`config.mk`:
```
export PLATFORM = sky130hd
export DESIGN_NAME = mw_add_ctrl
export DESIGN_NICKNAME = d
export VERILOG_FILES = /design/src/rtl/mw_add_ctrl_pkg.sv /design/src/rtl/mw_add_ctrl_rca32.sv /design/src/rtl/mw_add_ctrl.sv
export SDC_FILE = /design/constraint.sdc
export NUM_CORES = 1
export LEC_CHECK = 0
export BUFFER_PORTS_ARGS = -buffer_cell sky130_fd_sc_hd__buf_2
export CORE_UTILIZATION = 40
export DETAILED_ROUTE_END_ITERATION = 10
export PLACE_DENSITY = 0.66
export SETUP_SLACK_MARGIN = 0.02
export SYNTH_ARGS = -nofsm -noshare
export SYNTH_HDL_FRONTEND = slang
export SYNTH_SLANG_ARGS = --single-unit
export TNS_END_PERCENT = 50
```
`constraint.sdc`:
```
create_clock -name clk -period 23.7 [get_ports clk]
set_input_delay 2.37 -clock clk [delete_from_list [all_inputs] [get_ports clk]]
set_output_delay 2.37 -clock clk [all_outputs]
set_load 0.02 [all_outputs]
```
`src/rtl/mw_add_ctrl_pkg.sv`:
```
// Shared definitions for the multi-word add/subtract sequencer.
//   WORD_W    : width of one slice handled by the shared adder
//   state_e   : sequencer states (IDLE -> RUN -> DONE -> IDLE)
//   idx_width : word-index width, never narrower than one bit
package mw_add_ctrl_pkg;

  localparam int unsigned WORD_W = 32;

  typedef enum logic [1:0] {
    IDLE = 2'b00,
    RUN  = 2'b01,
    DONE = 2'b10
  } state_e;

  function automatic int unsigned idx_width(input int unsigned words);
    return (words > 1) ? $clog2(words) : 1;
  endfunction

endpackage

```
`src/rtl/mw_add_ctrl_rca32.sv`:
```
// rca32: 32-bit ripple-carry adder used as the shared word slice.
//   s  : out 32  sum
//   co : out 1   carry-out
//   a  : in  32  addend
//   b  : in  32  addend
//   ci : in  1   carry-in
module rca32 (
  output logic [31:0] s,
  output logic        co,
  input  logic [31:0] a,
  input  logic [31:0] b,
  input  logic        ci
);

  logic [32:0] c;

  always_comb begin
    c    = '0;
    s    = '0;
    c[0] = ci;
    for (int unsigned i = 0; i < 32; i++) begin
      s[i]   = a[i] ^ b[i] ^ c[i];
      c[i+1] = (a[i] & b[i]) | (c[i] & (a[i] ^ b[i]));
    end
    co = c[32];
  end

endmodule

```
`src/rtl/mw_add_ctrl.sv`:
```
// mw_add_ctrl: multi-word add/subtract sequencer around one shared rca32.
// Operands are captured on an accepted start and summed one 32-bit word per
// cycle, LSW first, with the inter-word carry held in a register.
//   clk     : in  1         clock
//   reset_n : in  1         synchronous active-low reset
//   start   : in  1         request, accepted only when idle
//   op_sub  : in  1         0: a+b+ci, 1: a-b
//   ci      : in  1         carry-in for add
//   a, b    : in  WORDS*32  operands, sampled on the accepting edge
//   busy    : out 1         operation in progress (RUN or DONE)
//   done    : out 1         one-cycle result-valid pulse
//   s       : out WORDS*32  result, held until the next accepted start
//   co      : out 1         final carry-out (subtract: 1 = no borrow)
//   ovf     : out 1         signed overflow of the full-width result
module mw_add_ctrl
  import mw_add_ctrl_pkg::*;
#(
  parameter int unsigned WORDS = 4
) (
  input  logic                    clk,
  input  logic                    reset_n,
  input  logic                    start,
  input  logic                    op_sub,
  input  logic                    ci,
  input  logic [WORDS*WORD_W-1:0] a,
  input  logic [WORDS*WORD_W-1:0] b,
  output logic                    busy,
  output logic                    done,
  output logic [WORDS*WORD_W-1:0] s,
  output logic                    co,
  output logic                    ovf
);

  localparam int unsigned W  = WORDS * WORD_W;
  localparam int unsigned IW = idx_width(WORDS);

  state_e          state_q, state_d;
  logic [IW-1:0]   idx_q, idx_d;
  logic            carry_q, carry_d;
  logic            sub_q, sub_d;
  logic [W-1:0]    a_q, a_d;
  logic [W-1:0]    b_q, b_d;
  logic [W-1:0]    s_q, s_d;
  logic            co_q, co_d;
  logic            ovf_q, ovf_d;

  logic [WORD_W-1:0] a_w, b_w, sum_w;
  logic              rca_co;
  logic              last_w;

  // Current word slice; B is inverted word-wise for subtraction.
  always_comb begin
    a_w    = a_q[idx_q*WORD_W +: WORD_W];
    b_w    = b_q[idx_q*WORD_W +: WORD_W] ^ {WORD_W{sub_q}};
    last_w = (idx_q == IW'(WORDS - 1));
  end

  rca32 U0_rca32 (
    .s  (sum_w),
    .co (rca_co),
    .a  (a_w),
    .b  (b_w),
    .ci (carry_q)
  );

  always_comb begin
    state_d = state_q;
    idx_d   = idx_q;
    carry_d = carry_q;
    sub_d   = sub_q;
    a_d     = a_q;
    b_d     = b_q;
    s_d     = s_q;
    co_d    = co_q;
    ovf_d   = ovf_q;
    unique case (state_q)
      IDLE: begin
        if (start) begin
          a_d     = a;
          b_d     = b;
          sub_d   = op_sub;
          carry_d = op_sub ? 1'b1 : ci;
          idx_d   = '0;
          s_d     = '0;
          state_d = RUN;
        end
      end
      RUN: begin
        s_d[idx_q*WORD_W +: WORD_W] = sum_w;
        carry_d = rca_co;
        idx_d   = idx_q + 1'b1;
        if (last_w) begin
          co_d    = rca_co;
          // Top-word sign bits decide overflow; b_w is already inverted for sub.
          ovf_d   = (a_w[WORD_W-1] == b_w[WORD_W-1]) &&
                    (sum_w[WORD_W-1] != a_w[WORD_W-1]);
          state_d = DONE;
        end
      end
      DONE:    state_d = IDLE;
      default: state_d = IDLE;
    endcase
  end

  always_ff @(posedge clk) begin
    if (!reset_n) begin
      state_q <= IDLE;
      idx_q   <= '0;
      carry_q <= 1'b0;
      sub_q   <= 1'b0;
      a_q     <= '0;
      b_q     <= '0;
      s_q     <= '0;
      co_q    <= 1'b0;
      ovf_q   <= 1'b0;
    end else begin
      state_q <= state_d;
      idx_q   <= idx_d;
      carry_q <= carry_d;
      sub_q   <= sub_d;
      a_q     <= a_d;
      b_q     <= b_d;
      s_q     <= s_d;
      co_q    <= co_d;
      ovf_q   <= ovf_d;
    end
  end

  assign busy = (state_q != IDLE);
  assign done = (state_q == DONE);
  assign s    = s_q;
  assign co   = co_q;
  assign ovf  = ovf_q;

endmodule

```
==> results of run 1 <==
per-stage QoR:
step                      power, mW   util  hold WS [ps]  setup WS [ps]
final                          1.59  0.489           449           9200
after global routing           1.65  0.489           467           8690
after CTS                      1.61  0.489           451           9180
after detailed placement      0.944  0.456           443           9200
after global placement        0.939  0.456           438           9330
after floorplan               0.860      -           432           9810
synth_stat cells (2+ instances only):
| master | count | share of area |
|---|---|---|
| a21boi_1 | 90 | 0.039 |
| a21o_1 | 4 | 0.0017 |
| nand2_1 | 531 | 0.11 |
| buf_6 | 32 | 0.021 |
| fa_1 | 32 | 0.037 |
| o21ai_0 | 3 | 0.00087 |
| buf_4 | 17 | 0.0074 |
| nor2b_1 | 96 | 0.035 |
| and2_1 | 2 | 0.00072 |
| a22oi_1 | 94 | 0.041 |
| a22oi_2 | 30 | 0.022 |
| buf_1 | 4 | 0.00087 |
| buf_2 | 18 | 0.0052 |
| nor2b_2 | 30 | 0.015 |
| dfxtp_1 | 392 | 0.45 |
| inv_1 | 10 | 0.0022 |
| nor4_4 | 2 | 0.0025 |
| xor2_1 | 30 | 0.015 |
| mux4_2 | 64 | 0.083 |
| inv_2 | 2 | 0.00043 |
| and3_1 | 3 | 0.0011 |
| xnor2_1 | 3 | 0.0015 |
| clkbuf_1 | 74 | 0.016 |
| a21boi_0 | 172 | 0.074 |
| ha_1 | 5 | 0.0036 |
critical path, delay by kind of cell (launching register included):
kind | cells | cell delay [ps]
compound gates | 1 | 180
xor+xnor | 2 | 270
fa+ha+maj | 32 | 12460
buf+inv | 2 | 240
flops | 1 | 590
mux | 1 | 560
simple gates | 1 | 150
registers in the layout (all words and copies together), names as in the netlist:
register,flops
s,128
co,1
state_q,2
idx_q,2
carry_q,1
a_q,128
b_q,128
ovf,1
sub_q,1
final cells by class:
cell class | count | area (sq um) | share of cell area
tap | 577 | 722 | 0.0349
multi-input combinational | 1204 | 8580 | 0.414
clock buffer | 60 | 1250 | 0.0604
inverter | 12 | 45.0 | 0.00217
sequential | 392 | 7860 | 0.379
timing repair buffer | 410 | 2110 | 0.102
clock inverter | 17 | 154 | 0.00743
antenna | 1 | 2.50 | 0.000121
cells by family (layout without fill, tap and decap cells):
logic type      count (synthesis)  count (layout)  share of synthesized area
simple gates                  672             672                      0.173
compound gates                397             397                      0.180
flops                         392             392                      0.452
buf+inv                       158             499                     0.0537
mux                            65              65                     0.0837
fa+ha+maj                      37              37                     0.0405
xor+xnor                       33              33                     0.0167
other cells                     0               1                          0
layer usage:
metal | track usage | vias to the layer above
li1 | - | 6543
met1 | 0.316 | 6612
met2 | 0.384 | 330
met3 | 0.0384 | 67
met4 | 0.0707 | 2
met5 | 0 | -
power groups by stage:
stage	combinational, mW	sequential (mW)	clock [mW]
4_1_cts	0.223	0.708	0.679
3_3_place_gp	0.219	0.720	0
2_1_floorplan	0.142	0.718	0
5_1_grt	0.238	0.711	0.704
3_5_place_dp	0.222	0.722	0
6_report	0.222	0.708	0.665
worst max-delay path by stage:
stage,depth (start not counted),endpoint,from
after floorplan,41,ovf,idx_q[0]
after global placement,39,ovf,idx_q[0]
after detailed placement,39,ovf,idx_q[0]
after CTS,39,ovf,idx_q[0]
after global routing,39,ovf,idx_q[0]
final,39,ovf,idx_q[0]
==> reports/metrics.yaml, run 1 <==
die:
  die_height_um: 210
  initial_core_util: 0.410
  rows: 75
  core_area_sq_um: 42300
  io_pins: 393
  die_w_um: 210
  die_area_sq_um: 44200
placed_design:
  port_buffers: 392
  place_area_sq_um: 19300
  dp.cells: 2595
  place.gp.congestion: 0.835
  hpwl_mm: 37.9
min_path:
  holdPathStages: 2
  min_to: "a_q[3]"
  min_from: "a_q[3]"
  hold_class: "reg2reg"
clock_tree:
  h-tree-depth: 2
  cts_sinks: 392
  cts_root_buffer: "clkbuf_16"
  cts_resized: 0
  holdBufCountCts: 0
  cts_buffers: 43
  clock_latency_ps: 570
  cts_tree: "yes"
  cts_setup_buffers: 0
  cts.path.max_buffers: 3
  clk_pin_slew_worst_paths_ps: 60
final_layout:
  final_cell_mix: "nand2_1, buf_2, dfxtp_1, a21boi_0, nor2b_1"
  area_growth_pct: 19.4
  fillers: 4032
  final_common_cell: "nand2_1"
  nets: 2361
  final_area_sq_um: 20700
  drive_above_1_share: 0.294
  layoutNonFillerInstCount: 2673
sta:
  setup_viol: 0
  finalCriticalPeriod_ps: 14500
  tightest_slew_ps: 1220
  fin_crit_sh: 0.612
  finalSetupTns_ps: 0
  fmax_ghz: 0.0690
  rsz0062_at_grt: "false"
  slew_headroom: 0.188
  finClkSkew_ps: 16.9
  hold_viol_final: 0
  final_max_slew_viol_count: 0
drt:
  wl_met3_mm: 2.66
  drtIter0Drc: 1026
  via_count: 13600
  drt-met1-wl_mm: 23.8
  top_layer: "met5"
  drc: 0
  wire_per_inst_um: 19.7
  avgViaCountPerCell: 5.07
  dr_wl_met2_mm: 25.0
  firstDrtPassIters: 6
  routed_wl_mm: 52.6
  final_antenna_net_count: 0
yosys:
  ys_warn_count: 0
  ys.flop_type: "dfxtp_1"
  ys_ff_latch: 392
  synth_edf_count: 0
  synth_cell_types: 39
  synth_nets: 2052
  async_flop_share: 0
  synth.avg_cell_area_sq_um: 9.89
  syn_area_sq_um: 17300
  synth_cells: 1754
  synth-seq-area-share: 0.452
worst_setup_path:
  cp_max_fo: 19
  crit_required_ps: 24210
  crit_path_end_kind: "flip-flop"
  reg2reg_slack_ps: 9200
  critPathArrivalTime_ps: 15010
  slowest_delay_ps: 590
  path_common_cell: "fa_1"
  startpoint_type: "flip-flop"
  rr_endpoint: "ovf"
  critical_path.slowest_cell: "dfxtp_4"
  worstSetupPathType: "reg2reg"
  timing.rr.start: "idx_q[0]"
  reg2regPathDepth: 39
global_route:
  grt_max_degree: 145
  grt.total_usage: 0.234
  grt-ovfl-total: 0
  antenna_found_initial: 4
  grt_pass1_vias: 13300
  grt_pass1_wl_mm: 78.9
pwr:
  seq_power_share: 0.444
  p_sw_mw: 0.429
  pwr-share-clk: 0.417
  peakVddDrop_uv: 38.9
  p_int_mw: 1.17
  comb_power_share: 0.139
  leakage_nw: 8.44
  powerDensity_nw_per_um2: 77.0
  swShare: 0.269
flow_run:
  max_cap_viol_count: 0
outcome:
  status: "completed"
Power figures use the tool's default switching activity.
==> inputs of run 2 (changes only) <==
Clock period 23.7 ns to 15.1 ns, I/O delays scaled along.
==> reports/metrics.yaml, run 2 (synthesized netlist as in run 1, its figures left out) <==
drt:
  routed_wl_mm: 52.3
  final_antenna_net_count: 0
  wire_per_inst_um: 19.6
  avgViaCountPerCell: 5.09
  drtIter0Drc: 1080
  firstDrtPassIters: 6
  drc: 0
  via_count: 13600
global_route:
  grt.total_usage: 0.233
  grt-ovfl-total: 0
  grt_pass1_wl_mm: 78.8
  antenna_found_initial: 4
  grt_max_degree: 258
  grt_pass1_vias: 13400
worst_setup_path:
  rr_endpoint: "ovf"
  reg2regPathDepth: 39
  startpoint_type: "flip-flop"
  worstSetupPathType: "reg2reg"
  critical_path.slowest_cell: "mux4_2"
  timing.rr.start: "idx_q[0]"
  slowest_delay_ps: 540
  path_common_cell: "fa_1"
  critPathArrivalTime_ps: 14790
  crit_required_ps: 15620
  cp_max_fo: 11
  crit_path_end_kind: "flip-flop"
  crit_start: "idx_q[0]"
  reg2reg_slack_ps: 820
final_layout:
  final_area_sq_um: 20700
  area_growth_pct: 19.4
  fillers: 4034
  final_cell_mix: "nand2_1, buf_2, dfxtp_1, a21boi_0, nor2b_1"
  nets: 2359
  final_common_cell: "nand2_1"
  drive_above_1_share: 0.292
placed_design:
  port_buffers: 392
  place.gp.congestion: 0.847
  hpwl_mm: 37.4
  place_area_sq_um: 19300
die:
  die_height_um: 210
  die_w_um: 210
  initial_core_util: 0.410
  rows: 75
  core_area_sq_um: 42300
  die_area_sq_um: 44200
  io_pins: 393
sta:
  hold_slack_ps: 451
  rsz0062_at_grt: "false"
  finalSetupTns_ps: 0
  final_max_slew_viol_count: 0
  tightest_slew_ps: 1370
  fin_crit_sh: 0.946
  finalCriticalPeriod_ps: 14280
  setup_viol: 0
  finClkSkew_ps: 23.2
  fmax_ghz: 0.0700
  hold_viol_final: 0
  slew_headroom: 0.0860
pwr:
  powerDensity_nw_per_um2: 121
  peakVddDrop_uv: 70.4
  total_power_mw: 2.50
  leakage_nw: 8.43
outcome:
  status: "completed"
clock_tree:
  cts.path.max_buffers: 3
  clk_pin_slew_worst_paths_ps: 60
  cts_buffers: 42
  cts_resized: 0
  h-tree-depth: 2
  cts_root_buffer: "clkbuf_16"
  cts_setup_buffers: 0
  cts_sinks: 392
  clock_latency_ps: 570
  holdBufCountCts: 0
  cts_tree: "yes"
flow_run:
  max_cap_viol_count: 0
min_path:
  min_to: "a_q[8]"
  hold_class: "reg2reg"
  holdPathStages: 2
  min_from: "a_q[8]"
run 2: cell count changes in the layout (fill, tap and decap cells not counted):
cell / delta
buf_4: -2
clkbuf_8: -2
clkinv_2: -2
clkinvlp_4: +2
buf_12: +1
bufinv_16: +1
clkbuf_1: +1
clkbuf_16: -1
clkinv_8: +1
inv_6: -1
run 2: power by group:
group	total [mW]	internal, mW	switching, mW
registers	1.11	1.08	0.0253
clock network	1.04	0.611	0.432
logic	0.351	0.134	0.216
run 2: metrics by stage:
| stage | utilization | worst slack, ps | instances |
|---|---|---|---|
| 2_1_floorplan | - | 1210 | 1754 |
| 3_3_place_gp | 0.456 | 891 | 2594 |
| 3_5_place_dp | 0.456 | 816 | 2594 |
| 4_1_cts | 0.489 | 790 | 2670 |
| 5_1_grt | 0.489 | 318 | 2670 |
| 6_report | 0.489 | 821 | 2671 |
run 2: cell type report:
cell class	count	area, sq um	share of cell area
diodes	1	2.50	0.000121
clock buffers	58	1200	0.0580
clock inverters	18	196	0.00948
inverters	12	45.0	0.00217
multi-input cells	1204	8580	0.414
flip-flops and latches	392	7860	0.379
well taps	577	722	0.0349
repair buffers	409	2110	0.102
run 2: how the worst max path moves through the flow:
| stage | to | cells after the start |
|---|---|---|
| floorplan | ovf | 41 |
| global placement | ovf | 39 |
| detailed placement | ovf | 39 |
| CTS | ovf | 39 |
| global route | ovf | 39 |
| finish | ovf | 39 |
run 2: worst max-delay path: cells and delay by family (launching register included):
family | cells | cell delay, ps
mux | 1 | 540
buf+inv | 2 | 230
compound gates | 1 | 170
simple gates | 1 | 150
fa+ha+maj | 32 | 12400
xor+xnor | 2 | 260
flops | 1 | 480
run 2: metal layers:
metal	vias up	share of wire	track usage
li1	6530	-	-
met1	6573	0.44	0.310
met2	404	0.47	0.380
met3	80	0.061	0.0414
met4	4	0.028	0.0831
met5	-	0.00057	0
